===== config.mk =====
export PLATFORM = sky130hd
export DESIGN_NAME = kcell_ctrl
export DESIGN_NICKNAME = d
export VERILOG_FILES = /design/src/rtl/kcell_ctrl.sv
export SDC_FILE = /design/constraint.sdc
export NUM_CORES = 1
export LEC_CHECK = 0
export BUFFER_PORTS_ARGS = -buffer_cell sky130_fd_sc_hd__buf_2
export CORE_MARGIN = 1
export CORE_UTILIZATION = 45
export DETAILED_ROUTE_END_ITERATION = 6
export PLACE_DENSITY = 0.77
export SYNTH_ARGS = -nofsm -noshare
export SYNTH_HDL_FRONTEND = slang
export SYNTH_SLANG_ARGS = --single-unit

===== constraint.sdc =====
create_clock -name clk -period 2.37 [get_ports clk]
set_clock_uncertainty 0.1 [all_clocks]
set_input_delay 0.1185 -clock clk [delete_from_list [all_inputs] [get_ports clk]]
set_output_delay 0.1185 -clock clk [all_outputs]
set_load 0.03 [all_outputs]

===== src/rtl/kcell_ctrl.sv =====
// kcell_ctrl: sequences weight load, activation streaming and result collection for a DIMX x DIMY kernel cell
module kcell_ctrl #(
  parameter int DATA_WIDTH     = 8,
  parameter int OUT_DATA_WIDTH = 32,
  parameter int DIMX           = 3,
  parameter int DIMY           = 3,
  parameter int NUM_CELLS      = DIMX*DIMY,
  parameter int RES_LAT        = 3
) (
  input  logic                            clk,
  input  logic                            reset,
  input  logic                            cfg_valid,
  output logic                            cfg_ready,
  input  logic [NUM_CELLS*DATA_WIDTH-1:0] cfg_wgt,
  input  logic [15:0]                     cfg_ncols,
  input  logic                            act_in_valid,
  output logic                            act_in_ready,
  input  logic [DIMY*DATA_WIDTH-1:0]      act_in_data,
  output logic [NUM_CELLS*DATA_WIDTH-1:0] wgt_data,
  output logic [NUM_CELLS-1:0]            wgt_load_gbl,
  output logic [DIMY*DATA_WIDTH-1:0]      act_data,
  output logic [OUT_DATA_WIDTH-1:0]       result_in,
  input  logic [OUT_DATA_WIDTH-1:0]       result,
  output logic                            out_valid,
  output logic [OUT_DATA_WIDTH-1:0]       out_data,
  output logic                            busy,
  output logic                            done,
  output logic                            err
);
  localparam logic [2:0] IDLE = 3'd0, LOAD = 3'd1, STREAM = 3'd2, DRAIN = 3'd3, FIN = 3'd4;
  logic [2:0]         state;
  logic [15:0]        cnt, beats, ncols;
  logic               started;
  logic [RES_LAT-1:0] tags;
  logic               accept, last, tag_ok, cfg_ok;
  assign busy         = state != IDLE;
  assign cfg_ready    = reset && state == IDLE;
  assign act_in_ready = state == STREAM;
  assign accept       = act_in_valid && act_in_ready;
  assign last         = beats + 16'd1 == ncols;
  assign tag_ok       = beats + 16'd1 >= 16'(DIMX);
  assign cfg_ok       = cfg_ncols >= 16'(DIMX);
  assign result_in    = '0;
  assign wgt_load_gbl = state == LOAD ? NUM_CELLS'(1) << cnt : '0;
  always_ff @(posedge clk or negedge reset) begin
    if (!reset) begin
      state     <= IDLE;
      cnt       <= '0;
      beats     <= '0;
      ncols     <= '0;
      started   <= 1'b0;
      tags      <= '0;
      wgt_data  <= '0;
      act_data  <= '0;
      out_data  <= '0;
      out_valid <= 1'b0;
      done      <= 1'b0;
      err       <= 1'b0;
    end else begin
      act_data  <= '0;
      tags      <= (tags << 1) | RES_LAT'(accept && tag_ok);
      out_valid <= tags[RES_LAT-1];
      if (tags[RES_LAT-1]) out_data <= result;
      // registered so the completion pulse lands after the final result
      done      <= state == FIN;
      case (state)
        IDLE: if (cfg_valid) begin
          wgt_data <= cfg_wgt;
          ncols    <= cfg_ncols;
          err      <= !cfg_ok;
          cnt      <= '0;
          beats    <= '0;
          started  <= 1'b0;
          state    <= cfg_ok ? LOAD : FIN;
        end
        LOAD: begin
          cnt <= cnt == 16'(NUM_CELLS-1) ? '0 : cnt + 16'd1;
          if (cnt == 16'(NUM_CELLS-1)) state <= STREAM;
        end
        STREAM: if (accept) begin
          act_data <= act_in_data;
          beats    <= beats + 16'd1;
          started  <= 1'b1;
          if (last) state <= DRAIN;
        end else if (started) begin
          err   <= 1'b1;
          state <= DRAIN;
        end
        DRAIN: begin
          cnt <= cnt + 16'd1;
          if (cnt == 16'(RES_LAT-1)) state <= FIN;
        end
        default: state <= IDLE;
      endcase
    end
  end
endmodule


==> impl_metrics.py, run 1 <==
metrics = {
    "critical_path": {
        "cp_num_buf_inv": 1,
        "crit_slowest_cell": "dfrtp_2",
        "critPathMaxFanout": 5,
        "crit_path_frequent_cell": "nand4_1",
        "crit_arrival_ps": 2480,
        "path_cells": "ha_1, nand4_1, buf_4, a311oi_1, nor3b_1, a2111oi_4, nand4_1, o31ai_2",
        "cp-start-kind": "flip-flop",
        "crit_type": "flip-flop to flip-flop",
        "path_delay_family": "compound AO/OA/AOI/OAI gates",
        "cpPeakStageDelay_ps": 410,
        "crit_required_ps": 2600,
        "endpoint_kind": "flip-flop",
    },
    "grt": {
        "met1_usage": 0.3202,
        "grt_pass1_wl_um": 41210,
        "antenna_found_initial": 0,
        "grt_pass1_vias": 8133,
        "overflow": 0,
        "met2_usage": 0.4553,
        "grt_usage": 0.2692,
        "grt_max_degree": 95,
        "top_usage_layer": "met2",
        "grtUsageMet3": 0.07320,
    },
    "power_and_ir_drop": {
        "swShare": 0.4477,
        "ir_worst_vdd_mv": 0.8030,
        "combinationalPowerShare": 0.445,
        "power.switching_uw": 6372,
        "intPower_uw": 7862,
        "power_density_nw_per_um2": 1155,
        "leakage_uw": 0.006533,
        "clkPwrFrac": 0.200,
        "p_seq_frac": 0.355,
        "p_total_uw": 14230,
    },
    "routing": {
        "drcViolationCount": 25,
        "num_vias": 7979,
        "first_pass_iters": 7,
        "drt_iter0_markers": 585,
        "wl_per_cell_um": 16.62,
        "postRouteAntennaNets": 0,
        "viasPerCell": 5.076,
        "wirelength_um": 26130,
    },
    "clocking": {
        "ctsHtreeMaxLevel": 4,
        "cts_root_buffer": "clkbuf_16",
        "cts.sinks": 186,
        "clockBufferDepth": 2,
        "clkTransAtPathRegs_ps": 70,
        "clk_latency_ps": 430,
        "cts_tree": "done",
        "numCtsBuffers": 17,
    },
    "placement": {
        "io_buffers": 290,
        "place_congestion": 0.9425,
        "hpwl_um": 15310,
    },
    "sta": {
        "tightestPinTransition_ps": 634.9,
        "slew_violations": 0,
        "slew_headroom": 0.5762,
        "hold_viol_final": 0,
        "period_share": 0.9520,
        "fin_crit_ps": 2256,
        "max_freq_mhz": 443.2,
        "setup-violations-final": 0,
    },
    "final_layout": {
        "fin_nets": 1483,
        "post-route-util": 0.6768,
        "num_antenna_cells": 0,
        "area_growth_pct": 45.73,
        "drive_gt1_frac": 0.3120,
    },
    "yosys": {
        "synth_top_family_by_area": "simple AND/OR/NAND/NOR gates",
        "synth_seq_cells": 186,
        "yosys.area_share.simple": 0.2481,
        "synth-xor-area-share": 0.03107,
        "synth_top_area_share": 0.5504,
        "synth-async-reset-ratio": 1.000,
        "synthesis.area_um2": 8457,
        "yosysMostFrequentCell": "nand2_1",
        "synth_fa_ha_area_frac": 0.007398,
        "synth_cells": 893,
        "synth-compound-area-share": 0.05992,
        "yosysWarnings": 0,
        "synth_area_leaders": "dfrtp_1, nand2_1, mux2_2",
        "avgSynthCellArea_um2": 9.470,
        "synth.distinct_cells": 57,
        "yosys.area.top_type": "dfrtp_1",
        "synthTopCellsByCount": "nand2_1, dfrtp_1, nor2_1",
        "synth_edf_count": 0,
        "synth_mux_area_frac": 0.04498,
        "ys_seq_area_frac": 0.5504,
        "ys.flop_type": "dfrtp_1",
    },
    "floorplan": {
        "core_um2": 18210,
        "die_h_um": 139.1,
        "initial_utilization": 0.4644,
        "die_area_um2": 19340,
        "die_w_um": 139.1,
        "rows": 49,
        "io_pins": 323,
    },
    "flow_run": {
        "cap_viol_max_count": 0,
    },
    "run_status": {
        "status": "finished with violations",
        "violations": "design-rule violations",
    },
    "worst_hold_path": {
        "hold_path_class": "input pin to flip-flop",
    },
}
[final timing paths]
kind	startpoint	to	slack (ps)	cells after the start
min in group asynchronous	reset	ncols[12]$_DFFE_PN0P_	240	3
worst min register to register	tags[0]$_DFF_PN0_	tags[1]$_DFF_PN0_	250	0
worst min-delay path	act_in_valid	err$_DFFE_PN0P_	70	3
worst max-delay path	beats[1]$_DFFE_PN0P_	state[0]$_DFFE_PN0P_	110	8
max in group asynchronous	reset	cnt[6]$_DFFE_PN0P_	1480	3
worst max register to register	beats[1]$_DFFE_PN0P_	state[0]$_DFFE_PN0P_	110	8
[tightest hold or removal path, cell delays in order]
cell	delay (ps)
buf_2	110
and3b_1	180
o21bai_1	150
[flip-flops by register name, indices dropped and copies added (netlist names), 3 cells and up]
name,cells
cnt,16
wgt_data,72
state,3
ncols,16
tags,3
beats,16
out_data,32
act_data,24
[power by group through the flow]
stage	logic [uW]	registers, uW	clock network, uW
floorplan	2370	6640	0
global placement	5810	4970	0
detailed placement	5920	5010	0
CTS	6120	4970	2890
global route	6790	5180	3040
finish	6330	5050	2850
[cells in the final DEF (no fill, tap or decap), types with 7 or more instances in the layout]
master / netlist / final
nand2_1: 298 / 295
buf_2: 6 / 286
dfrtp_1: 186 / 178
dlygate4sd3_1: 0 / 145
nor2_1: 48 / 46
o21ai_0: 35 / 35
mux2_2: 32 / 32
conb_1: 1 / 32
buf_4: 33 / 31
and2_1: 31 / 30
xnor2_1: 17 / 17
clkbuf_16: 0 / 17
nand3_1: 14 / 14
xor2_1: 13 / 13
inv_1: 12 / 12
a21oi_1: 12 / 12
nand4_1: 11 / 11
nor3_1: 12 / 10
and3_1: 10 / 10
dfrtp_2: 0 / 8
nor4_1: 10 / 7
o31ai_1: 7 / 7
[stage by stage]
stage	TNS [ps]	instance area [um^2]	setup slack [ps]	instances	hold WS (ps)
after detailed placement	0	10130	84.51	1389	166.1
after global placement	0	10130	144.6	1389	165.0
final	0	12320	113.7	1572	69.02
after global routing	-11.84	12320	-11.84	1572	53.42
after floorplan	0	8573	139.0	924	-277.1
after CTS	0	12210	9.552	1566	54.63
[area by class of cell]
type / instances / area [um^2]
fillers: 1307 / 5884
flip-flops and latches: 186 / 4664
multi-input cells: 645 / 3518
repair buffers: 468 / 3217
clock buffers: 20 / 456.7
well taps: 229 / 286.5
clock inverters: 12 / 136.4
inverters: 12 / 45.04
[what timing repair did]
item                                    in CTS  in global routing
hold endpoints to repair                   330                  0
gates cloned                                 0                  0
setup buffers                                0                  6
endpoints found under the setup margin       6                 12
resized for setup                            5                 20
hold buffers                               145                  0
pin swaps                                    0                  4
[layer usage]
| metal | share of wire | routed length, um | up-vias |
|---|---|---|---|
| met5 | 0 | 0 | - |
| met4 | 0.037 | 956 | 0 |
| met3 | 0.070 | 1818 | 82 |
| met2 | 0.49 | 12840 | 356 |
| met1 | 0.40 | 10510 | 3812 |
| li1 | - | - | 3729 |
[cells by family after synthesis]
| family | Yosys count |
|---|---|
| AND/OR/NAND/NOR | 463 |
| flip-flops | 186 |
| buffers and inverters | 93 |
| AO/OA/AOI/OAI | 81 |
| multiplexers | 34 |
| XOR/XNOR | 30 |
| adder cells (fa/ha/maj) | 5 |
| other | 1 |
Note: power is estimated with default switching activity, not from simulation.
==> run 2: changes to the inputs <==
CORE_ASPECT_RATIO = 0.8   (was not set)
==> impl_metrics.py, run 2 (synthesis gave the netlist of run 1 again) <==
metrics = {
    "power_and_ir_drop": {
        "leakage_uw": 0.006546,
        "clkPwrFrac": 0.201,
        "ir_worst_vdd_mv": 0.8868,
        "intPower_uw": 7859,
        "p_seq_frac": 0.353,
        "power_density_nw_per_um2": 1152,
        "swShare": 0.4485,
        "combinationalPowerShare": 0.445,
        "power.switching_uw": 6393,
    },
    "clocking": {
        "clockBufferDepth": 2,
        "numCtsBuffers": 17,
        "cts_root_buffer": "clkbuf_16",
        "ctsHtreeMaxLevel": 4,
        "cts.sinks": 186,
        "cts_tree": "done",
        "clkTransAtPathRegs_ps": 80,
        "clk_latency_ps": 420,
    },
    "floorplan": {
        "core_um2": 18280,
        "initial_utilization": 0.4627,
        "die_w_um": 155.3,
        "io_pins": 323,
        "die_h_um": 124.6,
        "rows": 44,
        "die_area_um2": 19350,
    },
    "final_layout": {
        "regMostFlops": "wgt_data",
        "fin_nets": 1484,
        "reg.largest.list": "wgt_data (72), out_data (32), act_data (24)",
        "drive_gt1_frac": 0.3103,
        "fin_cells": 1599,
        "area_growth_pct": 46.31,
        "layout_commonest_cell": "nand2_1",
        "final_cell_mix": "nand2_1, buf_2, dfrtp_1",
        "largest_reg_flops": 72,
        "final_cell_area_um2": 12370,
    },
    "flow_run": {
        "cap_viol_max_count": 0,
    },
    "sta": {
        "max_freq_mhz": 442.1,
        "hold_viol_final": 0,
        "slew_headroom": 0.5472,
        "fin_crit_ps": 2262,
        "setup-violations-final": 0,
        "period_share": 0.9543,
        "tightestPinTransition_ps": 678.5,
        "slew_violations": 0,
    },
    "routing": {
        "viasPerCell": 5.003,
        "drcViolationCount": 0,
        "wl_per_cell_um": 16.13,
        "first_pass_iters": 5,
        "drt_iter0_markers": 570,
        "wirelength_um": 25790,
        "postRouteAntennaNets": 0,
        "num_vias": 8000,
    },
    "grt": {
        "grt_pass1_wl_um": 41030,
        "overflow": 0,
        "antenna_found_initial": 1,
        "grt_usage": 0.2689,
        "grt_max_degree": 97,
        "grt_pass1_vias": 7975,
    },
    "critical_path": {
        "endpoint_kind": "output port",
        "r2r_setup_slack_ps": 150,
        "crit_type": "flip-flop to output port",
        "cp-start-kind": "flip-flop",
        "crit_required_ps": 2150,
        "crit_arrival_ps": 2040,
        "critPathMaxFanout": 4,
    },
    "run_status": {
        "status": "finished clean",
    },
    "placement": {
        "io_buffers": 290,
        "hpwl_um": 15310,
        "place_congestion": 0.9107,
        "dp.cells": 1418,
        "dpl-instance-area_um2": 10190,
    },
    "worst_hold_path": {
        "hold_path_class": "input pin to flip-flop",
    },
}
-- run 2: area by class of cell --
class / instances / area, um^2
antenna: 2 / 5.005
clock buffer: 18 / 429.2
clock inverter: 14 / 171.4
fill: 1363 / 5904
inverter: 12 / 45.04
multi-input combinational: 645 / 3532
sequential: 186 / 4659
tap: 253 / 316.6
timing repair buffer: 469 / 3214
-- run 2: path summary, 6_finish.rpt --
path / start / end / depth (start not counted)
setup / recovery: cnt[11]$_DFFE_PN0P_ / wgt_load_gbl[2] / 6
hold / removal: act_in_valid / err$_DFFE_PN0P_ / 3
setup reg to reg: beats[0]$_DFFE_PN0P_ / state[0]$_DFFE_PN0P_ / 8
hold reg to reg: tags[1]$_DFF_PN0_ / tags[2]$_DFF_PN0_ / 0
max in group asynchronous: reset / act_data[21]$_DFF_PN0_ / 3
min in group asynchronous: reset / ncols[10]$_DFFE_PN0P_ / 2
-- run 2: timing repair --
| action | in CTS | in global routing |
|---|---|---|
| resized for setup | 7 | 17 |
| pin swaps | 0 | 5 |
| hold buffers | 145 | 0 |
| endpoints found under the hold margin | 195 | 0 |
| setup endpoints to repair | 7 | 25 |
| setup buffers | 0 | 2 |
-- run 2: metal layers --
metal	vias to the layer above	track usage	routed length, um
met4	0	0.1061	678
met2	359	0.4505	12490
li1	3742	-	-
met1	3841	0.3358	10730
met5	-	0	0
met3	58	0.06298	1888
-- run 2: metrics by stage --
stage                     power, uW    util  hold slack (ps)  TNS, ps  worst slack (ps)
after floorplan                9011       -           -277.1        0             139.0
after global routing          15040  0.6768            79.67   -186.3            -39.35
after global placement        10800  0.5574            2.753        0             96.77
final                         14250  0.6770            66.63        0             108.2
after CTS                     14070  0.6724            51.05        0            0.4714
after detailed placement      10960  0.5574            5.917        0             40.77
-- run 2: power groups by stage --
stage	registers (uW)	clock network (uW)	logic (uW)
floorplan	6640	0	2370
global placement	4960	0	5850
detailed placement	4990	0	5960
CTS	4950	2930	6180
global route	5160	3070	6810
finish	5030	2870	6350
-- run 2: critical path: stages, from the launching register on --
cell and delay (ps):
dfrtp_2 450, nor4_4 380, nand2b_1 160, nor3_4 190, nand2_2 120, nor2_1 130
clkbuf_4 200
